$ cat src/rtl/fifo_wr_arbiter.sv
// fifo_wr_arbiter: round-robin burst arbiter for the async FIFO write port; FIFO_WR_ARB_STATS_EN adds per-requester write counters
module fifo_wr_arbiter #(
  parameter int NUM_REQ      = 4,
  parameter int REQ_IDX_W    = 2,
  parameter int MEMORY_WIDTH = 4,
  parameter int BURST_LEN    = 4,
  parameter int BURST_CNT_W  = 3
) (
  input  logic                            w_clk,
  input  logic                            wrst_n,
  input  logic [NUM_REQ-1:0]              req,
  input  logic [NUM_REQ*MEMORY_WIDTH-1:0] req_data,
  input  logic                            w_full,
`ifdef FIFO_WR_ARB_STATS_EN
  input  logic                            stats_clr,
  output logic [NUM_REQ*8-1:0]            wr_count,
`endif
  output logic [NUM_REQ-1:0]              gnt,
  output logic [REQ_IDX_W-1:0]            gnt_idx,
  output logic                            busy,
  output logic [NUM_REQ-1:0]              ack,
  output logic                            w_en,
  output logic [MEMORY_WIDTH-1:0]         wdata
);
  typedef enum logic {IDLE, GRANT} state_t;
  state_t                 state_q, state_d;
  logic [NUM_REQ-1:0]     gnt_q, gnt_d;
  logic [REQ_IDX_W-1:0]   owner_q, owner_d, last_q, last_d, pick, idx;
  logic [BURST_CNT_W-1:0] burst_cnt_q, burst_cnt_d;
  logic                   wr, rel, start;
  always_comb begin
    pick = last_q;
    idx  = '0;
    for (int i = NUM_REQ; i >= 1; i--) begin
      idx = REQ_IDX_W'((int'(last_q) + i) % NUM_REQ);
      if (req[idx]) pick = idx;
    end
  end
  always_comb begin
    start = state_q == IDLE && |req;
    wr    = state_q == GRANT && req[owner_q] && !w_full;
    rel   = state_q == GRANT && (!req[owner_q] || (wr && burst_cnt_q == BURST_CNT_W'(BURST_LEN - 1)));
    w_en  = wr;
    wdata = state_q == GRANT ? req_data[owner_q*MEMORY_WIDTH +: MEMORY_WIDTH] : '0;
    ack   = '0;
    ack[owner_q] = wr;
  end
  always_comb begin
    state_d     = start ? GRANT : rel ? IDLE : state_q;
    owner_d     = start ? pick : owner_q;
    last_d      = rel ? owner_q : last_q;
    burst_cnt_d = state_q == IDLE ? '0 : burst_cnt_q + BURST_CNT_W'(wr);
    gnt_d       = rel ? '0 : gnt_q;
    if (start) begin
      gnt_d       = '0;
      gnt_d[pick] = 1'b1;
    end
  end
  always_ff @(posedge w_clk or negedge wrst_n) begin
    if (!wrst_n) begin
      state_q     <= IDLE;
      gnt_q       <= '0;
      owner_q     <= '0;
      last_q      <= REQ_IDX_W'(NUM_REQ - 1);
      burst_cnt_q <= '0;
    end else begin
      state_q     <= state_d;
      gnt_q       <= gnt_d;
      owner_q     <= owner_d;
      last_q      <= last_d;
      burst_cnt_q <= burst_cnt_d;
    end
  end
  assign gnt     = gnt_q;
  assign gnt_idx = owner_q;
  assign busy    = state_q == GRANT;
`ifdef FIFO_WR_ARB_STATS_EN
  logic [NUM_REQ*8-1:0] wr_count_q, wr_count_d;
  always_comb begin
    wr_count_d = wr_count_q;
    for (int k = 0; k < NUM_REQ; k++)
      wr_count_d[k*8 +: 8] = stats_clr ? 8'd0 :
        wr_count_q[k*8 +: 8] + 8'(ack[k] && wr_count_q[k*8 +: 8] != 8'hff);
  end
  always_ff @(posedge w_clk or negedge wrst_n) begin
    if (!wrst_n) wr_count_q <= '0;
    else wr_count_q <= wr_count_d;
  end
  assign wr_count = wr_count_q;
`endif
endmodule

$ cat config.mk
export PLATFORM = sky130hd
export DESIGN_NAME = fifo_wr_arbiter
export DESIGN_NICKNAME = d
export VERILOG_FILES = /design/src/rtl/fifo_wr_arbiter.sv
export SDC_FILE = /design/constraint.sdc
export NUM_CORES = 1
export LEC_CHECK = 0
export ABC_AREA = 1
export CAP_MARGIN = 20
export CORE_MARGIN = 2
export CORE_UTILIZATION = 38
export DETAILED_ROUTE_END_ITERATION = 12
export GPL_TIMING_DRIVEN = 0
export PLACE_DENSITY_LB_ADDON = 0.12
export REMOVE_ABC_BUFFERS = 1
export SYNTH_ARGS = -nofsm -noshare
export SYNTH_HDL_FRONTEND = slang
export SYNTH_SLANG_ARGS = --single-unit
$ cat constraint.sdc
create_clock -name w_clk -period 1.6 [get_ports w_clk]
set_input_delay 0.48 -clock w_clk [delete_from_list [all_inputs] [get_ports w_clk]]
set_output_delay 0.48 -clock w_clk [all_outputs]
set_load 0.005 [all_outputs]
==> reports/qor.yml <==
sta:
  setup_viol: 13
  holdWs_ns: 0.486
  fin_skew_ns: 0.00638
  worst_pin_slew_ns: 0.526
  setup_ws_ns: -0.321
  rsz0062_at_grt: "yes"
  max-slew-margin-rel: 0.648
  hold_viol: 0
  period_needed_ns: 1.92
  final_max_slew_viol_count: 0
  max_freq_ghz: 0.520
  post-route-period-util: 1.20
setup_path:
  critPathTopFamily: "flip-flops"
  start_kind: "flop"
  cp_num_buf_inv: 4
  crit_chain: "inv_4, nand2_2, nand2_1, nand2_1, nand2_2, nand3_4, buf_6, inv_4, buf_6"
  regToRegSetupSlack_ns: -0.20
  crit_type: "reg2out"
  worstPathArrival_ns: 1.44
  worst_path_largest_cell_delay_ns: 0.45
  required_ns: 1.12
  worstSetupEndpointType: "output port"
  critical-path-slowest-cell: "dfrtp_2"
  cp_max_fo: 5
detailed_routing:
  drt_iter0_drc: 15
  finalWirelength_mm: 3.02
  dr.pass1.iters: 4
  postRouteAntennaNets: 0
  wl_per_cell_um: 13.7
  drc_errors: 0
  viasPerCell: 5.20
  num_vias: 1143
yosys:
  synthDistinctLibCells: 25
  syn_area_um2: 928
  synthCells: 133
  ys_seq_area_frac: 0.326
  async_flop_share: 1.00
  syn_avg_cell_area_um2: 6.98
  synth_edf_count: 0
  yosys_register_bits: 12
  synthFlopType: "dfrtp_1"
  yosys_warnings: 0
grt:
  grt_max_degree: 13
  grt_pass1_vias: 1073
  grt_pass1_wl_mm: 4.53
  grt_overflow_total: 0
  antenna_found_initial: 0
  track_usage: 0.211
cells_and_area:
  drive_above_1_share: 0.474
  final_cell_mix: "33 x nand2_1, 18 x clkdlybuf4s50_1, 15 x nand2_2"
  antenna_cells: 0
  mostFrequentLayoutCell: "nand2_1"
  nets: 218
  syn_to_final_growth_pct: 77.1
  final_area_um2: 1640
  fin_cells: 220
clock_tree:
  clkLatencyLatePin_ns: 0.26
  cts_max_level: 1
  cts_tree: "built"
  cts_hold_buf: 0
  cts.path.max_buffers: 2
  clk_pin_slew_ns: 0.08
  clock-sinks: 12
  cts_root_buf: "clkbuf_4"
  numCtsBuffers: 3
floorplanning:
  design.die.area_um2: 2850
  num_rows: 17
  fp.dieH_um: 53.4
  core_um2: 2250
  floorplan.initialDensity: 0.412
  pin_count: 39
  die-width_um: 53.4
power_and_ir_drop:
  peakVddDrop_mv: 1.33
  powerDensity_nw_per_um2: 1900
  p_leak_nw: 0.825
status:
  violations: "setup timing"
  status: "finished, violations left"
run:
  maxCapViolations: 0
place:
  io_buffers: 38
  hpwl_mm: 1.84
  placed_cells: 195
  gp_congestion: 0.738
  dpl-instance-area_um2: 1310
hold_path:
  hp-class: "reg2reg"
==> registers in the layout (all words and copies together) (netlist names) <==
name         count
burst_cnt_q      3
busy             1
gnt              4
gnt_idx          2
last_q           2
==> metrics by stage <==
stage	worst slack [ns]	total power [mW]	util	setup TNS, ns
final	-0.321	3.13	0.729	-3.03
after global routing	-0.383	3.39	0.729	-4.14
after detailed placement	-1.09	2.14	0.581	-11.53
after floorplan	-0.147	1.56	-	-0.570
after CTS	-0.336	2.66	0.650	-3.36
after global placement	-1.07	2.11	0.581	-11.24
==> per-layer routing <==
layer / vias to the layer above / share of wire / track usage
met5: - / 0 / 0
met2: 32 / 0.51 / 0.377
met1: 550 / 0.43 / 0.265
met4: 0 / 0.014 / 0.0513
met3: 4 / 0.045 / 0.0254
li1: 557 / - / -
==> what timing repair did <==
action | in CTS | in global routing
setup endpoints to repair | 23 | 20
cloned | 0 | 0
pin swaps | 6 | 15
buffers inserted | 14 | 7
gates resized for setup | 72 | 36
==> cell families (layout without fill, tap and decap cells) <==
| group | count (synthesis) | in the layout | share of synthesized area |
|---|---|---|---|
| compound gates | 15 | 15 | 0.104 |
| xor+xnor | 1 | 1 | 0.00944 |
| fa+ha+maj | 2 | 2 | 0.0269 |
| buf+inv | 19 | 78 | 0.102 |
| flops | 12 | 12 | 0.326 |
| simple gates | 84 | 84 | 0.431 |
==> path summary, 6_finish.rpt <==
check | from | to | depth (start not counted)
setup / recovery | gnt_idx[0] | w_en | 9
hold / removal | gnt[1] | gnt[1] | 2
setup reg to reg | gnt_idx[0] | burst_cnt_q[2] | 13
hold reg to reg | gnt[1] | gnt[1] | 2
max in group asynchronous | wrst_n | busy | 1
min in group asynchronous | wrst_n | gnt[2] | 1
==> synth_stat cells, types with 2 or more instances <==
library cell / count / area (um^2)
nand3_1: 14 / 70.1
dfstp_2: 2 / 52.6
nand3_2: 2 / 20.0
o21ai_0: 4 / 20.0
nor2_1: 7 / 26.3
a31oi_1: 4 / 25.0
nand4_1: 2 / 12.5
inv_2: 3 / 11.3
inv_1: 10 / 37.5
nand2_1: 43 / 161
dfrtp_1: 10 / 250
buf_6: 2 / 22.5
inv_4: 2 / 12.5
nand2_4: 3 / 33.8
nor3_1: 4 / 20.0
a22oi_1: 4 / 30.0
ha_1: 2 / 25.0
nor2_2: 2 / 12.5
nand2_2: 7 / 43.8
==> worst register-to-register path: cells and delay by family (launching register included) <==
kind,cells,cell delay [ns]
flops,1,0.45
buf+inv,4,0.35
xor+xnor,1,0.12
simple gates,6,0.44
fa+ha+maj,2,0.30
==> cell type report <==
class,instances,area [um^2]
tap,28,35.0
clock buffer,4,36.3
multi-input combinational,102,669
timing repair buffer,59,533
inverter,15,63.8
sequential,12,307
fill,177,611
==> power breakdown <==
part	total (mW)	leakage [nW]	internal, mW	switching (mW)
clock	0.233	0.0210	0.138	0.0948
sequential	0.590	0.148	0.442	0.148
combinational	2.31	0.656	1.04	1.26
total	3.13	0.825	1.63	1.51
Power figures use the tool's default switching activity.
